## src/rtl/register_file_gen2_if.sv

```systemverilog
`default_nettype none
// ============================================================================
//  Module      : register_file_gen2_if
//  Description : Bus bundle for register_file_gen2: write port, two read
//                ports, flag update/shadow controls and the scan handshake.
//  Revision    : 1.0 - initial release
// ============================================================================
interface register_file_gen2_if #(
  parameter int DATA_W   = 8,
  parameter int NUM_REGS = 4
);
  localparam int ADDR_W = (NUM_REGS > 1) ? $clog2(NUM_REGS) : 1;

  logic              wr_en;
  logic [ADDR_W-1:0] wr_addr;
  logic [DATA_W-1:0] wr_data;
  logic [ADDR_W-1:0] rd_addr_a;
  logic [DATA_W-1:0] rd_data_a;
  logic [ADDR_W-1:0] rd_addr_b;
  logic [DATA_W-1:0] rd_data_b;
  logic [3:0]        flag_in;
  logic [3:0]        flag_upd;
  logic              flags_save;
  logic              flags_restore;
  logic [7:0]        flags;
  logic              scan_valid;
  logic              scan_ready;
  logic [ADDR_W:0]   scan_idx;
  logic [DATA_W-1:0] scan_data;

  // Driver side (CPU core / display consumer)
  modport master (
    output wr_en, wr_addr, wr_data, rd_addr_a, rd_addr_b,
    output flag_in, flag_upd, flags_save, flags_restore, scan_ready,
    input  rd_data_a, rd_data_b, flags, scan_valid, scan_idx, scan_data
  );

  // Register file side
  modport slave (
    input  wr_en, wr_addr, wr_data, rd_addr_a, rd_addr_b,
    input  flag_in, flag_upd, flags_save, flags_restore, scan_ready,
    output rd_data_a, rd_data_b, flags, scan_valid, scan_idx, scan_data
  );
endinterface
`default_nettype wire

```

## src/rtl/register_file_gen2.sv

```systemverilog
`default_nettype none
// ============================================================================
//  Module      : register_file_gen2
//  Description : Parametrised register file with two combinational read
//                ports, optional write bypass, masked flags with a one-level
//                shadow, and a round-robin snapshot scan port.
//  Revision    : 1.0 - initial release
// ============================================================================
module register_file_gen2 #(
  parameter int DATA_W   = 8,
  parameter int NUM_REGS = 4,
  parameter int ZERO_R0  = 0,
  parameter int BYPASS   = 1
) (
  input  logic                clk_i,
  input  logic                rst_ni,
  register_file_gen2_if.slave bus
);
  localparam int              ADDR_W   = (NUM_REGS > 1) ? $clog2(NUM_REGS) : 1;
  localparam logic [ADDR_W:0] FLAG_IDX = (ADDR_W+1)'(NUM_REGS);

  typedef enum logic [0:0] {
    S_IDLE = 1'b0,
    S_SHOW = 1'b1
  } scan_state_e;

  logic [DATA_W-1:0] regs_q [NUM_REGS];
  logic [DATA_W-1:0] regs_d [NUM_REGS];
  logic              wr_ok;
  logic [3:0]        flags_q, flags_d;
  logic [3:0]        shadow_q, shadow_d;
  scan_state_e       state_q;
  logic              scan_valid_q;
  logic [ADDR_W:0]   scan_idx_q;
  logic [DATA_W-1:0] scan_data_q;
  logic [ADDR_W:0]   idx_adv;
  logic [ADDR_W:0]   idx_sel;
  logic [DATA_W-1:0] entry_val;

  // A write to register 0 is silently discarded when R0 is hardwired to zero.
  assign wr_ok = bus.wr_en && !((ZERO_R0 != 0) && (bus.wr_addr == '0));

  // Post-edge view of the array: serves both the bypass path and scan capture.
  always_comb begin
    for (int i = 0; i < NUM_REGS; i++) begin
      regs_d[i] = (wr_ok && (bus.wr_addr == ADDR_W'(i))) ? bus.wr_data : regs_q[i];
    end
  end

  // Register array storage.
  always_ff @(posedge clk_i or negedge rst_ni) begin
    if (!rst_ni) begin
      for (int i = 0; i < NUM_REGS; i++) regs_q[i] <= '0;
    end else begin
      for (int i = 0; i < NUM_REGS; i++) regs_q[i] <= regs_d[i];
    end
  end

  generate
    if (BYPASS != 0) begin : g_bypass
      assign bus.rd_data_a = regs_d[bus.rd_addr_a];
      assign bus.rd_data_b = regs_d[bus.rd_addr_b];
    end else begin : g_no_bypass
      assign bus.rd_data_a = regs_q[bus.rd_addr_a];
      assign bus.rd_data_b = regs_q[bus.rd_addr_b];
    end
  endgenerate

  // Restore wins over masked update; save always captures the pre-edge flags,
  // so save+restore together swaps flags and shadow.
  always_comb begin
    flags_d  = bus.flags_restore ? shadow_q
                                 : ((flags_q & ~bus.flag_upd) | (bus.flag_in & bus.flag_upd));
    shadow_d = bus.flags_save ? flags_q : shadow_q;
  end

  // Flags and shadow storage.
  always_ff @(posedge clk_i or negedge rst_ni) begin
    if (!rst_ni) begin
      flags_q  <= '0;
      shadow_q <= '0;
    end else begin
      flags_q  <= flags_d;
      shadow_q <= shadow_d;
    end
  end

  assign bus.flags = {4'b0000, flags_q};

  // Next scan entry and its post-edge value (the flags entry follows the regs).
  always_comb begin
    idx_adv   = (scan_idx_q == FLAG_IDX) ? '0 : scan_idx_q + (ADDR_W+1)'(1);
    idx_sel   = (state_q == S_IDLE) ? '0 : idx_adv;
    entry_val = DATA_W'({4'b0000, flags_d});
    if (idx_sel != FLAG_IDX) entry_val = regs_d[idx_sel[ADDR_W-1:0]];
  end

  // Scan FSM: IDLE presents entry 0, SHOW advances on each accepted entry and
  // otherwise holds its snapshot.
  always_ff @(posedge clk_i or negedge rst_ni) begin
    if (!rst_ni) begin
      state_q      <= S_IDLE;
      scan_valid_q <= 1'b0;
      scan_idx_q   <= '0;
      scan_data_q  <= '0;
    end else begin
      case (state_q)
        S_IDLE: begin
          state_q      <= S_SHOW;
          scan_valid_q <= 1'b1;
          scan_idx_q   <= '0;
          scan_data_q  <= entry_val;
        end
        S_SHOW: begin
          if (bus.scan_ready) begin
            scan_idx_q  <= idx_adv;
            scan_data_q <= entry_val;
          end
        end
        default: begin
          state_q      <= S_IDLE;
          scan_valid_q <= 1'b0;
          scan_idx_q   <= '0;
          scan_data_q  <= '0;
        end
      endcase
    end
  end

  assign bus.scan_valid = scan_valid_q;
  assign bus.scan_idx   = scan_idx_q;
  assign bus.scan_data  = scan_data_q;

endmodule
`default_nettype wire

```

## src/flat_wrapper.sv

```systemverilog
// flat-port wrapper written by rule: the top's interface ports become plain ports
module register_file_gen2_flat 
#(
  parameter int DATA_W   = 8,
  parameter int NUM_REGS = 4,
  parameter int ZERO_R0  = 0,
  parameter int BYPASS   = 1
)
  (clk_i, rst_ni, bus_wr_en, bus_wr_addr, bus_wr_data, bus_rd_addr_a, bus_rd_addr_b, bus_flag_in, bus_flag_upd, bus_flags_save, bus_flags_restore, bus_scan_ready, bus_rd_data_a, bus_rd_data_b, bus_flags, bus_scan_valid, bus_scan_idx, bus_scan_data);
  register_file_gen2_if #(.DATA_W(DATA_W), .NUM_REGS(NUM_REGS)) bus_i ();
  input  logic clk_i;
  input  logic rst_ni;
  input wire logic [$bits(bus_i.wr_en)-1:0] bus_wr_en;
  input wire logic [$bits(bus_i.wr_addr)-1:0] bus_wr_addr;
  input wire logic [$bits(bus_i.wr_data)-1:0] bus_wr_data;
  input wire logic [$bits(bus_i.rd_addr_a)-1:0] bus_rd_addr_a;
  input wire logic [$bits(bus_i.rd_addr_b)-1:0] bus_rd_addr_b;
  input wire logic [$bits(bus_i.flag_in)-1:0] bus_flag_in;
  input wire logic [$bits(bus_i.flag_upd)-1:0] bus_flag_upd;
  input wire logic [$bits(bus_i.flags_save)-1:0] bus_flags_save;
  input wire logic [$bits(bus_i.flags_restore)-1:0] bus_flags_restore;
  input wire logic [$bits(bus_i.scan_ready)-1:0] bus_scan_ready;
  output wire logic [$bits(bus_i.rd_data_a)-1:0] bus_rd_data_a;
  output wire logic [$bits(bus_i.rd_data_b)-1:0] bus_rd_data_b;
  output wire logic [$bits(bus_i.flags)-1:0] bus_flags;
  output wire logic [$bits(bus_i.scan_valid)-1:0] bus_scan_valid;
  output wire logic [$bits(bus_i.scan_idx)-1:0] bus_scan_idx;
  output wire logic [$bits(bus_i.scan_data)-1:0] bus_scan_data;
  assign bus_i.wr_en = bus_wr_en;
  assign bus_i.wr_addr = bus_wr_addr;
  assign bus_i.wr_data = bus_wr_data;
  assign bus_i.rd_addr_a = bus_rd_addr_a;
  assign bus_i.rd_addr_b = bus_rd_addr_b;
  assign bus_i.flag_in = bus_flag_in;
  assign bus_i.flag_upd = bus_flag_upd;
  assign bus_i.flags_save = bus_flags_save;
  assign bus_i.flags_restore = bus_flags_restore;
  assign bus_i.scan_ready = bus_scan_ready;
  assign bus_rd_data_a = bus_i.rd_data_a;
  assign bus_rd_data_b = bus_i.rd_data_b;
  assign bus_flags = bus_i.flags;
  assign bus_scan_valid = bus_i.scan_valid;
  assign bus_scan_idx = bus_i.scan_idx;
  assign bus_scan_data = bus_i.scan_data;
  register_file_gen2 #(.DATA_W(DATA_W), .NUM_REGS(NUM_REGS), .ZERO_R0(ZERO_R0), .BYPASS(BYPASS)) u_core (.clk_i(clk_i), .rst_ni(rst_ni), .bus(bus_i));
endmodule
```

## config.mk

```make
export PLATFORM = sky130hd
export DESIGN_NAME = register_file_gen2_flat
export DESIGN_NICKNAME = d
export VERILOG_FILES = /design/src/rtl/register_file_gen2_if.sv /design/src/rtl/register_file_gen2.sv /design/src/flat_wrapper.sv
export SDC_FILE = /design/constraint.sdc
export NUM_CORES = 1
export LEC_CHECK = 0
export CORE_UTILIZATION = 39
export CTS_BUF_LIST = sky130_fd_sc_hd__clkbuf_8
export DETAILED_ROUTE_END_ITERATION = 7
export GPL_TIMING_DRIVEN = 0
export PLACE_DENSITY = 0.77
export SLEW_MARGIN = 5
export SYNTH_ARGS = -nofsm -noshare
export SYNTH_HDL_FRONTEND = slang
export SYNTH_SLANG_ARGS = --single-unit
```

## constraint.sdc

```tcl
create_clock -name clk_i -period 1.95 [get_ports clk_i]
set_input_delay 0.2925 -clock clk_i [delete_from_list [all_inputs] [get_ports clk_i]]
set_output_delay 0.2925 -clock clk_i [all_outputs]
set_load 0.01 [all_outputs]
```

==> Implementation_results.wiki <==
{| class="wikitable"
! Metric !! Value
|-
| Starting utilization of the core area || 0.409
|-
| Routability-driven placement congestion ratio || 0.868
|-
| CTS Buf Count || 5
|-
| Die Width || 87.1 um
|-
| Violated checks || setup timing
|-
| Post-DP Area || 3520 um2
|-
| Number of cell instances on the worst register-to-register path || 6
|-
| Number of optimization iterations in the first detailed-route pass || 4
|-
| Setup skew after layout || 0.0111 ns
|-
| Fraction of final layout cells with drive strength greater than 1 || 0.444
|-
| Die area || 7590 um2
|-
| Gr usage total || 0.199
|-
| Worst min-delay path endpoint || u_core.regs_q[14]$_DFF_PN0_
|-
| Gate count of the mapped netlist || 216
|-
| Topmost layer with routed signal wires || met4
|-
| Ys async rst share || 1.00
|-
| Final number of hold-violating endpoints || 0
|-
| Area of the core region || 6910 um2
|-
| Fin util || 0.582
|-
| Count of distinct cell types in the synthesized netlist || 32
|-
| Count of inserted antenna diode cells || 0
|-
| CP Data Arrival Time || 1.81 ns
|-
| Mean area per synthesized cell || 13.1 um2
|-
| Count of fill cells added during filler insertion || 577
|-
| Worst setup slack after layout || -0.150 ns
|-
| Static leakage power || 1.72 nW
|-
| Root buffer cell || clkbuf_8
|-
| Share of the clock period used by the worst path || 1.08
|-
| Maximum buffer depth of the clock tree || 2
|-
| Final antenna-violating net count || 0
|-
| Run status || finished, violations left
|-
| Highest fanout seen on the critical path || 6
|-
| Slew Limit Headroom || 0.527
|-
| Number of max-slew violations in the final report || 0
|-
| Wire length of the first global-routing pass || 11100 um
|-
| Total wire length after detailed routing || 7120 um
|-
| Area of the multi-input gates || 1530 um2
|-
| Number of design rule violations left after detail routing || 0
|-
| Count of clock tree sinks || 53
|-
| Vert. Die Dim || 87.1 um
|-
| Count of yosys warnings during synthesis || 0
|-
| Predominant post-synthesis flop cell || dfrtp_1
|-
| Type of origin of the critical path || primary input
|-
| Final cell count without fillers || 409
|-
| Post-layout nets || 342
|-
| Minimum setup slack among reg-to-reg paths || 0.08 ns
|-
| Met2 WL post-DR || 3340 um
|-
| Peak supply drop || 0.442 mV
|-
| Vias in the first global route || 2169
|-
| Required time at the endpoint of the critical path || 1.66 ns
|-
| Timing-limited maximum frequency || 476 MHz
|-
| Synth area leader || dfrtp_1
|-
| Shortest clock period the worst path allows after layout || 2.10 ns
|-
| M1 wire length || 3210 um
|-
| Routed length on met3 || 477 um
|-
| Number of maximum-capacitance constraint violations || 0
|-
| Startpoint of the most critical setup path || bus_wr_addr[0]
|-
| Dpl cells || 371
|-
| Number of cells on the worst hold path || 3
|-
| Detail-routed net length per standard cell || 17.4 um
|-
| Flip-flop and latch area || 1330 um2
|-
| Setup CP Type || in2out
|-
| Num ports || 64
|-
| Vias per cell || 5.31
|-
| CTS tree || built
|-
| Number of synthesized flops with an enable pin || 0
|-
| Yosys top cell area share || 0.469
|-
| Via count || 2173
|-
| Source of the worst register-to-register timing path || u_core.bus.scan_idx[0]$_DFFE_PN0P_
|-
| Worst hold-check path type || in2reg
|-
| Final number of setup-violating endpoints || 16
|-
| Leading cell types by total area after synthesis || dfrtp_1, mux2_2, mux4_2
|-
| Sum of internal, switching and leakage power || 0.00344 W
|-
| Endpoint of the most critical register-to-register path || u_core.bus.scan_data[2]$_DFFE_PN0P_
|-
| IO Port Bufs || 55
|-
| Site row count || 30
|-
| Clock slew at the register clock pins of the worst setup and hold paths || 0.09 ns
|-
| Relative area change from synthesis to final layout || 42.2%
|-
| Summed area of non-filler cells in the final layout || 4020 um2
|-
| Min-Delay Startpoint || bus_wr_en
|-
| Setup repair after global routing missed its margin || true
|-
| Portion of the post-synthesis area used by sequential elements || 0.469
|-
| Maximum number of pins on one net before global-route repair || 35
|-
| Pwr dens || 857 nW/um2
|-
| Area of the mapped netlist || 2830 um2
|-
| Clock latency on the worst-skew pair || 0.32 ns
|-
| Initial antenna violation count || 0
|-
| Estimated wirelength of the detail-placed design || 4770 um
|-
| Yosys reg bits || 53
|-
| Type of element capturing the critical path || output port
|-
| Final total negative setup slack || -2.05 ns
|-
| GRT overflow || 0
|-
| Number of levels in the clock H-tree || 2
|-
| Starting DRC count in detailed routing || 85
|-
| Transition time at the pin with the least slew margin || 0.710 ns
|}
==> critical path, cell delays in order <==
cell and delay [ns]:
buf_8 0.10, nor3b_4 0.19, buf_6 0.16, buf_6 0.13, mux2i_4 0.23, inv_2 0.07, mux4_2 0.48, buf_6 0.14
==> placed cells by master (no fill, tap or decap), types with 5 or more instances in the layout <==
master	synthesis	routed
dfrtp_1	53	52
clkdlybuf4s50_1	0	33
buf_4	4	30
mux2_2	36	28
buf_6	1	21
mux4_2	10	16
o21ai_0	12	11
nand2_1	9	8
mux2_4	0	8
nor2_1	10	8
mux2i_1	10	7
nand2b_1	6	6
o211ai_1	5	5
a221oi_2	0	5
conb_1	2	5
clkbuf_8	0	5
==> how the worst max path moves through the flow <==
| stage | to | slack (ns) | cells past startpoint |
|---|---|---|---|
| detailed placement | bus_rd_data_b[5] | -1.21 | 7 |
| finish | bus_rd_data_b[5] | -0.15 | 8 |
| global route | bus_rd_data_b[5] | -0.21 | 8 |
| floorplan | bus_rd_data_a[4] | 0.10 | 5 |
| CTS | bus_rd_data_b[7] | -0.14 | 7 |
| global placement | bus_rd_data_a[6] | -1.19 | 7 |
==> Yosys cell counts, types with 6 or more instances <==
cell      number
mux2_2        36
mux4_1         6
dfrtp_1       53
nand2b_1       6
mux4_2        10
nor2_1        10
o21ai_0       12
mux2i_1       10
inv_1          7
nand2_1        9
a221oi_1       7
==> cells by family (layout without fill, tap and decap cells) <==
| logic type | after synthesis | after routing | share of synthesized area |
|---|---|---|---|
| mux | 62 | 62 | 0.314 |
| flops | 53 | 53 | 0.469 |
| buf+inv | 19 | 113 | 0.0341 |
| other cells | 2 | 5 | 0.00266 |
| fa+ha+maj | 2 | 2 | 0.00885 |
| simple gates | 40 | 40 | 0.0832 |
| compound gates | 38 | 38 | 0.0877 |
==> area by class of cell <==
cell class	instances	area share
Multi-Input combinational cell	147	0.380
Sequential cell	53	0.330
Timing Repair Buffer	86	0.205
Tap cell	96	0.0299
Buffer	12	0.0196
Clock buffer	5	0.0171
Clock inverter	3	0.0115
Inverter	7	0.00654
==> sequential cells by signal, indices dropped and copies added (netlist names) <==
name	flops
u_core.bus.scan_data	8
u_core.flags_q	4
u_core.bus.scan_idx	3
u_core.shadow_q	4
u_core.state_q	1
u_core.regs_q	32
u_core.bus.scan_valid	1
==> per-layer routing <==
metal | vias to the layer above | global-route usage
met5 | - | 0
met4 | 0 | 0.0700
met3 | 9 | 0.0455
li1 | 993 | -
met2 | 84 | 0.314
met1 | 1087 | 0.271
==> through the flow <==
step,setup slack [ns],hold slack (ns)
3_3_place_gp,-1.19,0.461
5_1_grt,-0.211,0.411
2_1_floorplan,0.105,-0.00309
4_1_cts,-0.144,0.399
6_report,-0.150,0.415
3_5_place_dp,-1.21,0.278
==> report_power, final <==
group | switching [W] | leakage (nW) | internal (W)
combinational | 0.000560 | 1.04 | 0.000744
sequential | 0.0000863 | 0.634 | 0.00130
clock | 0.000373 | 0.0543 | 0.000384
total | 0.00102 | 1.72 | 0.00242
==> timing repair <==
action / in CTS / in global routing
buffers inserted: 21 / 8
pin swaps: 1 / 2
gates resized for setup: 133 / 15
endpoints found under the hold margin: 19 / 0
hold buffers: 1 / 0
setup endpoints to repair: 24 / 23
Power figures use the tool's default switching activity.
